File: src/rtl/micro_seq_pkg.sv
// Shared sequencing-op encodings for the micro-sequencer and the microcode assembler tables.
package micro_seq_pkg;

    localparam int OP_W = 3;

    typedef logic [OP_W-1:0] seq_op_t;

    localparam seq_op_t OP_CONT     = 3'd0;
    localparam seq_op_t OP_JUMP     = 3'd1;
    localparam seq_op_t OP_BRT      = 3'd2;
    localparam seq_op_t OP_BRF      = 3'd3;
    localparam seq_op_t OP_DISPATCH = 3'd4;
    localparam seq_op_t OP_CALL     = 3'd5;
    localparam seq_op_t OP_RET      = 3'd6;
    localparam seq_op_t OP_WAIT     = 3'd7;

    // WAIT holds the micro-PC until memory reports completion.
    function automatic logic is_stall(input seq_op_t op, input logic mem_ready);
        return (op == OP_WAIT) && !mem_ready;
    endfunction

endpackage

File: src/rtl/micro_ret_stack.sv
// LIFO return-address stack for micro-subroutine CALL/RET; only the level pointer is reset.
module micro_ret_stack #(
    parameter int UADDR_W     = 8,
    parameter int STACK_DEPTH = 4,
    localparam int LVL_W      = $clog2(STACK_DEPTH + 1),
    localparam int IDX_W      = (STACK_DEPTH > 1) ? $clog2(STACK_DEPTH) : 1
) (
    input  logic               clk,
    input  logic               reset,
    input  logic               push,
    input  logic               pop,
    input  logic [UADDR_W-1:0] push_data,
    output logic [UADDR_W-1:0] top_data,
    output logic [LVL_W-1:0]   level,
    output logic               full,
    output logic               empty
);

    logic [UADDR_W-1:0] mem_q [STACK_DEPTH];
    logic [LVL_W-1:0]   level_q;
    logic [LVL_W-1:0]   level_d;
    logic [IDX_W-1:0]   wr_idx;
    logic [IDX_W-1:0]   rd_idx;

    assign full     = (level_q == LVL_W'(STACK_DEPTH));
    assign empty    = (level_q == '0);
    assign level    = level_q;
    assign wr_idx   = IDX_W'(level_q);
    assign rd_idx   = IDX_W'(level_q - LVL_W'(1));
    assign top_data = mem_q[rd_idx];

    always_comb begin
        level_d = level_q;
        if (push && !full) begin
            level_d = level_q + LVL_W'(1);
        end else if (pop && !empty) begin
            level_d = level_q - LVL_W'(1);
        end
    end

    always_ff @(posedge clk) begin
        if (reset) begin
            level_q <= '0;
        end else begin
            level_q <= level_d;
        end
    end

    // Entry storage carries no reset; stale entries are unreachable once the level drops.
    always_ff @(posedge clk) begin
        if (push && !full) begin
            mem_q[wr_idx] <= push_data;
        end
    end

endmodule

File: src/rtl/micro_sequencer.sv
// Microcode next-address sequencer: registered micro-PC with branch, dispatch, call/return and wait.
module micro_sequencer
    import micro_seq_pkg::*;
#(
    parameter int                 UADDR_W     = 8,
    parameter int                 STACK_DEPTH = 4,
    parameter int                 NFLAGS      = 4,
    parameter logic [UADDR_W-1:0] RESET_ADDR  = '0,
    parameter logic [UADDR_W-1:0] TRAP_ADDR   = {UADDR_W{1'b1}},
    localparam int                FSEL_W      = (NFLAGS > 1) ? $clog2(NFLAGS) : 1,
    localparam int                LVL_W       = $clog2(STACK_DEPTH + 1)
) (
    input  logic               clk,
    input  logic               reset,
    input  logic [OP_W-1:0]    seq_op,
    input  logic [UADDR_W-1:0] seq_target,
    input  logic [FSEL_W-1:0]  flag_sel,
    input  logic [NFLAGS-1:0]  flags,
    input  logic [UADDR_W-1:0] dispatch_addr,
    input  logic               mem_ready,
    output logic [UADDR_W-1:0] upc,
    output logic               stall,
    output logic               stack_err,
    output logic [LVL_W-1:0]   stack_level
);

    logic [UADDR_W-1:0] upc_q, upc_d;
    logic               err_q, err_d;
    logic [UADDR_W-1:0] upc_inc;
    logic [UADDR_W-1:0] stk_top;
    logic               stk_push, stk_pop, stk_full, stk_empty;
    logic               flag_bit;

    assign upc_inc   = upc_q + UADDR_W'(1);
    assign upc       = upc_q;
    assign stack_err = err_q;
    assign stall     = is_stall(seq_op, mem_ready);

    // Selectors beyond the implemented flags match no entry and read as 0.
    always_comb begin
        flag_bit = 1'b0;
        for (int i = 0; i < NFLAGS; i++) begin
            if (flag_sel == FSEL_W'(i)) flag_bit = flags[i];
        end
    end

    always_comb begin
        upc_d    = upc_q;
        err_d    = err_q;
        stk_push = 1'b0;
        stk_pop  = 1'b0;
        case (seq_op)
            OP_CONT:     upc_d = upc_inc;
            OP_JUMP:     upc_d = seq_target;
            OP_BRT:      upc_d = flag_bit ? seq_target : upc_inc;
            OP_BRF:      upc_d = flag_bit ? upc_inc : seq_target;
            OP_DISPATCH: upc_d = dispatch_addr;
            OP_CALL: begin
                if (stk_full) begin
                    upc_d = TRAP_ADDR;
                    err_d = 1'b1;
                end else begin
                    stk_push = 1'b1;
                    upc_d    = seq_target;
                end
            end
            OP_RET: begin
                if (stk_empty) begin
                    upc_d = TRAP_ADDR;
                    err_d = 1'b1;
                end else begin
                    stk_pop = 1'b1;
                    upc_d   = stk_top;
                end
            end
            OP_WAIT:     upc_d = mem_ready ? upc_inc : upc_q;
            default:     upc_d = upc_inc;
        endcase
    end

    always_ff @(posedge clk) begin
        if (reset) begin
            upc_q <= RESET_ADDR;
            err_q <= 1'b0;
        end else begin
            upc_q <= upc_d;
            err_q <= err_d;
        end
    end

    micro_ret_stack #(
        .UADDR_W    (UADDR_W),
        .STACK_DEPTH(STACK_DEPTH)
    ) u_ret_stack (
        .clk      (clk),
        .reset    (reset),
        .push     (stk_push),
        .pop      (stk_pop),
        .push_data(upc_inc),
        .top_data (stk_top),
        .level    (stack_level),
        .full     (stk_full),
        .empty    (stk_empty)
    );

endmodule

File: config.mk
export PLATFORM = sky130hd
export DESIGN_NAME = micro_sequencer
export DESIGN_NICKNAME = d
export VERILOG_FILES = /design/src/rtl/micro_seq_pkg.sv /design/src/rtl/micro_ret_stack.sv /design/src/rtl/micro_sequencer.sv
export SDC_FILE = /design/constraint.sdc
export NUM_CORES = 1
export LEC_CHECK = 0
export ABC_AREA = 1
export CORE_MARGIN = 8
export CORE_UTILIZATION = 55
export CTS_BUF_LIST = sky130_fd_sc_hd__clkbuf_4 sky130_fd_sc_hd__clkbuf_8
export DETAILED_ROUTE_END_ITERATION = 8
export GPL_TIMING_DRIVEN = 0
export MAX_ROUTING_LAYER = met4
export PLACE_DENSITY = 0.83
export RECOVER_POWER = 50
export SLEW_MARGIN = 10
export SYNTH_ARGS = -nofsm -noshare
export SYNTH_HDL_FRONTEND = slang
export SYNTH_SLANG_ARGS = --single-unit
File: constraint.sdc
create_clock -name clk -period 2.7 [get_ports clk]
set_input_delay 0.27 -clock clk [delete_from_list [all_inputs] [get_ports clk]]
set_output_delay 0.27 -clock clk [all_outputs]
set_load 0.01 [all_outputs]
==> run_results.csv <==
group,metric,value,unit
layout,fillers,346,
critical_path,path_buf_inv,4,
clocking,cts_tree,"yes",
critical_path,rr_endpoint,"u_ret_stack.mem_q[0][2]",
route,viasPerCell,5.156,
route,wire_per_inst,14.00,um
floorplan,die_y,83.05,um
layout,fin_area,3053,um^2
sta,tns,0,ns
critical_path,slowest_stage,"nor2_1",
critical_path,r2r_start,"u_ret_stack.level[0]",
critical_path,rrSetupSlack,0.13,ns
synthesis,synthCells,330,
critical_path,cp.required,2.63,ns
synthesis,seq_area_frac_synth,48.58,%
route,drt_pass1_iterations,4,
clocking,cts_buffers,5,
layout,area_growth,23.48,%
global_route,grt_pass1_vias,2070,
clocking,cts_setup_buffers,0,
floorplan,die_w,83.05,um
critical_path,path_class,"reg -> reg",
layout,mostFrequentLayoutCells,"102 x nand2_1, 49 x inv_1, 39 x nand3_1, 33 x nor2_1, 32 x edfxtp_1",
critical_path,start_kind,"flip-flop",
global_route,antenna_found_initial,0,
clocking,ctsHtreeMaxLevel,2,
synthesis,syn_area,2472,um^2
critical_path,crit_start,"u_ret_stack.level[0]",
route,drt-total-wl,6019,um
power,swShare,26.97,%
synthesis,synthArstFlopShare,0,%
layout,diodes,0,
floorplan,core_area,4354,um^2
clocking,cts-root-buf,"clkbuf_8",
clocking,cts-resized-gates,0,
synthesis,synth-edff-count,32,
sta,setup_viol,0,
floorplan,num_io_pins,41,
placement,dp_hpwl,4369,um
sta,hold_violations,0,
critical_path,worst_path_most_repeated_cell,"buf_2",
synthesis,avgSynthCellArea,7.492,um^2
critical_path,r2r_cells,7,
route,num_vias,2217,
critical_path,slowest_delay,0.64,ns
layout,utilization,70.11,%
critical_path,crit_chain,"buf_2, inv_2, buf_2, ha_1, nand2_1, clkbuf_1, nor2_1",
critical_path,arrival,2.50,ns
power,p_clk_share,32.2,%
synthesis,synthDistinctLibCells,26,
global_route,grt_use_total,17.43,%
floorplan,start_util,56.78,%
sta,fin_worst_skew,0.006506,ns
power,internal_power,1159,uW
synthesis,synth_seq_cells,44,
sta,grt_setup_unrepaired,"false",
route,ant_nets,0,
synthesis,synth_ff_type,"edfxtp_1",
layout,multiInputGateArea,1032,um^2
sta,post-route-min-period,2.565,ns
critical_path,worst-path-max-fanout,12,
critical_path,setup.worst_path.end,"u_ret_stack.mem_q[0][2]",
critical_path,cp_num_cells,7,
sta,fmax,0.3898,GHz
synthesis,synth_nets,364,
placement,io_buffers,40,
global_route,overflow,0,
route,initialDrtViolationCount,220,
clocking,cts.reportedPaths.clkPinSlew,0.09,ns
placement,post-place-ws,0.1221,ns
critical_path,critPathTopFamily,"buffers and inverters",
clocking,cts_max_path_buffers,2,
clocking,clk_latency,0.30,ns
status,status,"complete, no violations",
layout,regArea,1201,um^2
layout,drive_above_1_share,5.556,%
global_route,grt_first_pass_wirelength,9673,um
power,p_seq_share,49.0,%
power,ir_worst_vdd,301.4,uV
clocking,cts_hold_buf,0,
floorplan,rows,24,
power,pwr-share-comb,18.7,%
sta,worst_slack,0.1348,ns
layout,final_common_cell,"nand2_1",
global_route,grt_max_degree,16,
placement,gp_congestion,0.8967,
min_path,hold_path_class,"reg -> reg",
route,drc,0,
placement,place_area,2938,um^2
synthesis,yosysWarnings,0,
sta,tightest_slew,0.8085,ns
clocking,cts.sinks,44,
floorplan,fp.dieArea,6896,um^2
layout,layout.nets,411,
power,p_switching,428.0,uW
power,cellLeakagePower,0.001420,uW
power,powerDensity,519.8,nW/um^2
sta,drv_slew,0,
critical_path,worst_setup_path_end_kind,"flip-flop",
sta,relSlewSlack,45.90,%
sta,period_share,95.01,%
run,drv_cap,0,
power,finalPower,1587,uW
## state kept, by name (all words and copies together), names as in the netlist
signal and count:
u_ret_stack.level 3, upc 8, stack_err 1, u_ret_stack.mem_q 32
## cells in the mapped netlist, types with 2 or more instances
master | instances | area (um^2)
nand2_1 | 102 | 382.9
inv_1 | 49 | 183.9
nand3_1 | 39 | 195.2
nor2_1 | 33 | 123.9
edfxtp_1 | 32 | 960.9
a21oi_1 | 12 | 60.06
dfxtp_1 | 12 | 240.2
o21ai_0 | 12 | 60.06
o21ai_1 | 9 | 45.04
ha_1 | 6 | 75.07
buf_2 | 5 | 25.02
clkbuf_1 | 2 | 7.510
inv_2 | 2 | 7.510
nor2_2 | 2 | 12.51
nor3_1 | 2 | 10.01
## tightest hold or removal path: cells and delay by family (launching register included)
kind | cells | cell delay (ns)
AO/OA/AOI/OAI | 1 | 0.05
buffers and inverters | 1 | 0.04
flip-flops | 1 | 0.32
## final cells by class
cell class	instances	share of cell area [%]
sequential	44	39.34
multi-input combinational	226	33.81
timing repair buffer	40	13.11
inverter	51	6.271
clock buffer	5	2.254
tap	52	2.131
buffer	9	1.557
clock inverter	3	1.516
## how the worst min path moves through the flow
stage	from	cells after the start	slack [ns]	end
3_3_place_gp	stack_err	2	0.44	stack_err
5_1_grt	stack_err	2	0.48	stack_err
3_5_place_dp	stack_err	2	0.44	stack_err
4_1_cts	stack_err	2	0.45	stack_err
2_1_floorplan	reset	1	0.34	stack_err
6_report	stack_err	2	0.45	stack_err
## routing by layer
metal  GRT usage [%]  vias up  part of all wire (%)
met5               -        -                     0
met4           6.709        0                   1.5
met3           2.637        8                   6.5
met2           28.36       76                    49
met1           21.17      993                    43
li1                -     1140                     -
## through the flow
step | hold WS (ns) | std cells
after CTS | 0.4541 | 430
after floorplan | 0.3391 | 330
after global routing | 0.4835 | 430
after global placement | 0.4363 | 422
after detailed placement | 0.4408 | 422
final | 0.4502 | 430
## logic make-up after synthesis
logic type,Yosys count,share of synthesized area (%)
xor gates and xnor gates,2,0.7086
buffers and inverters,60,9.666
and+or+nand+nor,184,31.02
adders and majority gates,6,3.036
AOI/OAI and AO/OA,34,6.984
DFF,44,48.58
## power by group through the flow
| stage | Sequential, uW | Combinational (uW) | Clock (uW) |
|---|---|---|---|
| 6_report | 778 | 297 | 512 |
| 5_1_grt | 782 | 328 | 538 |
| 4_1_cts | 779 | 300 | 512 |
| 3_5_place_dp | 794 | 296 | 0 |
| 3_3_place_gp | 794 | 293 | 0 |
| 2_1_floorplan | 798 | 163 | 0 |
No activity file was read; power rests on OpenSTA's default activity.
==> edit 1: new RTL, same flow settings <==
Make the reset (`reset`) asynchronous in 2 clocked blocks.
--- a/src/rtl/micro_ret_stack.sv
+++ b/src/rtl/micro_ret_stack.sv
@@ -40,3 +40,3 @@
 
-    always_ff @(posedge clk) begin
+    always_ff @(posedge clk or posedge reset) begin
         if (reset) begin
--- a/src/rtl/micro_sequencer.sv
+++ b/src/rtl/micro_sequencer.sv
@@ -80,3 +80,3 @@
 
-    always_ff @(posedge clk) begin
+    always_ff @(posedge clk or posedge reset) begin
         if (reset) begin
Formal check against the unedited RTL: differs if reset is asserted again (counterexample within 4 cycles, from zero or initial values and one cycle with reset high); with reset held inactive, the same outputs for 10 cycles.
==> edit 1 against the unedited design <==
Non-clock buffer count grew 1. First-iteration DRC count shrank 16%. Via count shrank 1.6%. Routed wire length shrank 1.2%. Global-route usage is essentially flat. Design area grew 0.98%. Sequential cell count is the same. Worst setup slack gained 0.11 ns. Area after synthesis grew 2.2%. Critical endpoint is now upc[7]. Highest routed layer unchanged.
Power is not compared: it rests on default switching activity, and its combinational part moved more than twofold at a synthesized area within 25%.
==> edit 1: results (changes against the unedited design) <==
* Met2 wire length at 3020 microns (was 2940 microns)
* Largest cells by area after synthesis: edfxtp_1 38%, nand2_1 15%, dfrtp_1 12% (was edfxtp_1 39%, nand2_1 15%, dfxtp_1 9.7%)
* Synth cell count leaders: 104 x nand2_1, 40 x inv_1, 32 x edfxtp_1 (was 102 x nand2_1, 49 x inv_1, 39 x nand3_1)
* Synth cell types at 28 (was 26)
* CP startpoint: u_ret_stack.level[0] (unchanged)
* Seq_cells at 44 (unchanged)
* Clk_skew at 0.00406 ns (was 0.00651 ns)
* Worst min-delay path class: primary input to asynchronous set/reset pin (was flip-flop to flip-flop)
* Status: finished, final reports clean (unchanged)
* Ys flop type: edfxtp_1 (unchanged)
* RR Endpoint: upc[7] (was u_ret_stack.mem_q[0][2])
* First-pass GRT wire length at 9650 microns (was 9670 microns)
* CP max stage cell: dfrtp_1 (was nor2_1)
* Port buffer count at 40 (unchanged)
* FF-to-FF path depth at 12 (was 7)
* Max_slew headroom at 0.470 (was 0.459)
* Non-clk buf share at 0.151 (was 0.147)
* Vias in the first global route at 1971 (was 2070)
* Nonclk inv count at 47 (was 51)
* Wire length on met1 at 2560 microns (was 2600 microns)
* Clock-cell share of area at 0.0288 (was 0.0377)
* # diodes at 0 (unchanged)
* Worst-path maximum fanout at 12 (unchanged)
* Register Area at 1260 sq um (was 1200 sq um)
* Largest net degree at the start of global routing at 15 (was 16)
* Detail Placement HPWL at 4390 microns (was 4370 microns)
* Clock slew at reported path FFs at 0.09 ns (about the same)
* Placer Congestion at 0.889 (was 0.897)
* Wire per inst at 14.2 microns (was 14.0 microns)
* CP peak stage delay at 0.41 ns (was 0.64 ns)
* GRT busiest layer: met2 (unchanged)
* M2 GR Usage at 0.276 (was 0.284)
* Multi-input gate area at 1020 sq um (was 1030 sq um)
* Syn_nets at 352 (was 364)
* Clock tree buffer depth at 2 (unchanged)
* Met3 Use GR at 0.0439 (was 0.0264)
* # clk buffers at 6 (was 5)
* TritonCTS Buffers at 5 (unchanged)
* Drt first pass iters at 5 (was 4)
* Fraction of layout cells with a size suffix above 1 at 0.0956 (was 0.0556)
* Top sig layer: met4 (unchanged)
* Non-clock buffers at 50 (was 49)
* Multi-In Gates at 217 (was 226)
* WL met3 at 258 microns (was 393 microns)
* Post-CTS Resized at 0 (unchanged)
* Fill count at 334 (was 346)
* Vias at 2182 (was 2217)
* Yosys Warn Count at 0 (unchanged)
* Register area share after synthesis at 0.499 (was 0.486)
* Nets at 399 (was 411)
* DP Worst Slack at 0.157 ns (was 0.122 ns)
* Total track usage at 0.174 (about the same)
* Critical Path AT at 2.65 ns (was 2.50 ns)
* 1st-iter DRT viols at 184 (was 220)
* Post-synth ARST share at 0.273 (was 0)
* Met1 Resource Use GR at 0.211 (was 0.212)
* Post-CTS Setup Bufs at 0 (unchanged)
* Clock Latency Late Sink at 0.30 ns (about the same)
-- edit 1: cell types whose count changed in the layout (fill, tap and decap cells not counted), moves of 5 or more --
cell / before / now
clkdlybuf4s50_1: 28 / 33
dfrtp_1: 0 / 12
dfxtp_1: 12 / 0
dlygate4sd3_1: 12 / 7
inv_1: 49 / 40
nand3_1: 39 / 28
o21ai_0: 12 / 7
-- edit 1: per-stage QoR --
step                      power, uW  hold slack [ns]  cell area, sq um   util  instances
after floorplan                1770            0.135              2530      -        318
after global routing           2800            0.469              3080  0.703        418
after global placement         2160            0.444              2990  0.682        410
after detailed placement       2200            0.472              2990  0.682        410
after CTS                      2610            0.298              3080  0.703        418
final                          2610            0.432              3080  0.703        418
-- edit 1: kinds of logic after synthesis --
family / synth area share
and+or+nand+nor: 0.292
DFF: 0.499
adders and majority gates: 0.0297
buffers and inverters: 0.0966
xor gates and xnor gates: 0.0139
AOI/OAI and AO/OA: 0.0684
==> edit 2: new RTL, config.mk and constraints unchanged <==
Without the edit above. `STACK_DEPTH` is set to 4 in 2 places; all go to 2.
--- a/src/rtl/micro_ret_stack.sv
+++ b/src/rtl/micro_ret_stack.sv
@@ -3,3 +3,3 @@
     parameter int UADDR_W     = 8,
-    parameter int STACK_DEPTH = 4,
+    parameter int STACK_DEPTH = 2,
     localparam int LVL_W      = $clog2(STACK_DEPTH + 1),
--- a/src/rtl/micro_sequencer.sv
+++ b/src/rtl/micro_sequencer.sv
@@ -5,3 +5,3 @@
     parameter int                 UADDR_W     = 8,
-    parameter int                 STACK_DEPTH = 4,
+    parameter int                 STACK_DEPTH = 2,
     parameter int                 NFLAGS      = 4,
Interface: changed (resized stack_level); port bits go from 41 to 40. No check against the original RTL was run, so the function may have changed too.
==> edit 2 against the unedited design <==
Area after synthesis decreased by 33%. Sequential cell count decreased by 17. Total power decreased by 42%. Design area decreased by 30%. Utilization increased by 1.9 points. Worst setup slack improved by 0.20 ns. Routed wire length decreased by 29%. Maximum frequency increased by 8.3%. Via count decreased by 27%.
==> edit 2: results (changes against the unedited design) <==
* Placed inst area at 2100 sq um (was 2940 sq um)
* Wire per inst at 14.1 microns (was 14.0 microns)
* Largest cells by area after synthesis: edfxtp_1 29%, nand2_1 14%, dfxtp_1 13% (was edfxtp_1 39%, nand2_1 15%, dfxtp_1 9.7%)
* Clock Tree Root: clkbuf_4 (was clkbuf_8)
* H-tree level count at 1 (was 2)
* Status: finished, final reports clean (unchanged)
* Final period utilization at 0.877 (was 0.950)
* Port buffer count at 39 (was 40)
* Slew @ Worst Pin at 0.691 ns (was 0.809 ns)
* Detail Placement HPWL at 3410 microns (was 4370 microns)
* Critical path destination: u_ret_stack.mem_q[0][5] (was u_ret_stack.mem_q[0][2])
* First-pass GRT wire length at 7170 microns (was 9670 microns)
* Met3 Use GR at 0.0339 (was 0.0264)
* Fraction of layout cells with a size suffix above 1 at 0.0970 (was 0.0556)
* Number of enable flip-flop cells after synthesis at 16 (was 32)
* Cells after synthesis at 225 (was 330)
* Synth cell count leaders: 62 x nand2_1, 24 x nand3_1, 21 x inv_1 (was 102 x nand2_1, 49 x inv_1, 39 x nand3_1)
* Clk_skew at 0.00245 ns (was 0.00651 ns)
* CP peak stage delay at 0.54 ns (was 0.64 ns)
* Post-CTS Resized at 0 (unchanged)
* Worst VDD drop at 0.261 mV (was 0.301 mV)
* TritonCTS Buffers at 3 (was 5)
* Register area share after synthesis at 0.421 (was 0.486)
* Total track usage at 0.182 (was 0.174)
* Met1 Resource Use GR at 0.218 (was 0.212)
* DP Worst Slack at 0.279 ns (was 0.122 ns)
* Syn_nets at 256 (was 364)
* R2r setup slk at 0.33 ns (was 0.13 ns)
* Placer Congestion at 0.912 (was 0.897)
* Top delay family on crit path: simple AND/OR/NAND/NOR gates (was buffers and inverters)
* 1st-iter DRT viols at 128 (was 220)
* Max FFs per register at 16 (was 32)
* Worst-path maximum fanout at 11 (was 12)
* Vias in the first global route at 1557 (was 2070)
* Synth cell types at 29 (was 26)
* Drt first pass iters at 4 (unchanged)
* Post-route insts no fill at 301 (was 430)
* Clock slew at reported path FFs at 0.15 ns (was 0.09 ns)
* Clock Latency Late Sink at 0.32 ns (was 0.30 ns)
* M2 GR Usage at 0.302 (was 0.284)
* Worst hold-check slack at 0.498 ns (was 0.450 ns)
* Largest net degree at the start of global routing at 17 (was 16)
* Leakage at 0.000968 uW (was 0.00142 uW)
* Hold Crit Depth at 2 (unchanged)
* Critical Path AT at 2.35 ns (was 2.50 ns)
* DR vias/cell at 5.40 (was 5.16)
[edit 2: report_power, final]
group	switching [uW]	total [uW]	internal, uW
Combinational	140	252	112
Sequential	18.4	484	465
Clock	125	181	56.6
[edit 2: final cells by class]
| cell class | count | area, sq um |
|---|---|---|
| Timing Repair Buffer | 39 | 390 |
| Multi-Input combinational cell | 167 | 835 |
| Clock inverter | 1 | 7.51 |
| Inverter | 28 | 108 |
| Tap cell | 33 | 41.3 |
| Buffer | 3 | 21.3 |
| Clock buffer | 3 | 22.5 |
| Fill cell | 250 | 827 |
| Sequential cell | 27 | 701 |
[edit 2: routing by layer]
layer  up-vias  share of wire
li1        834              -
met1       722           0.45
met2        67           0.46
met3         2          0.088
met4         0         0.0045
met5         -              0
[edit 2: kinds of logic (layout without fill, tap and decap cells)]
group	after synthesis	after routing	synth area share
buf+inv	31	74	0.0774
xor+xnor	4	4	0.0211
compound gates	38	38	0.121
simple gates	122	122	0.337
flops	27	27	0.421
fa+ha+maj	3	3	0.0226
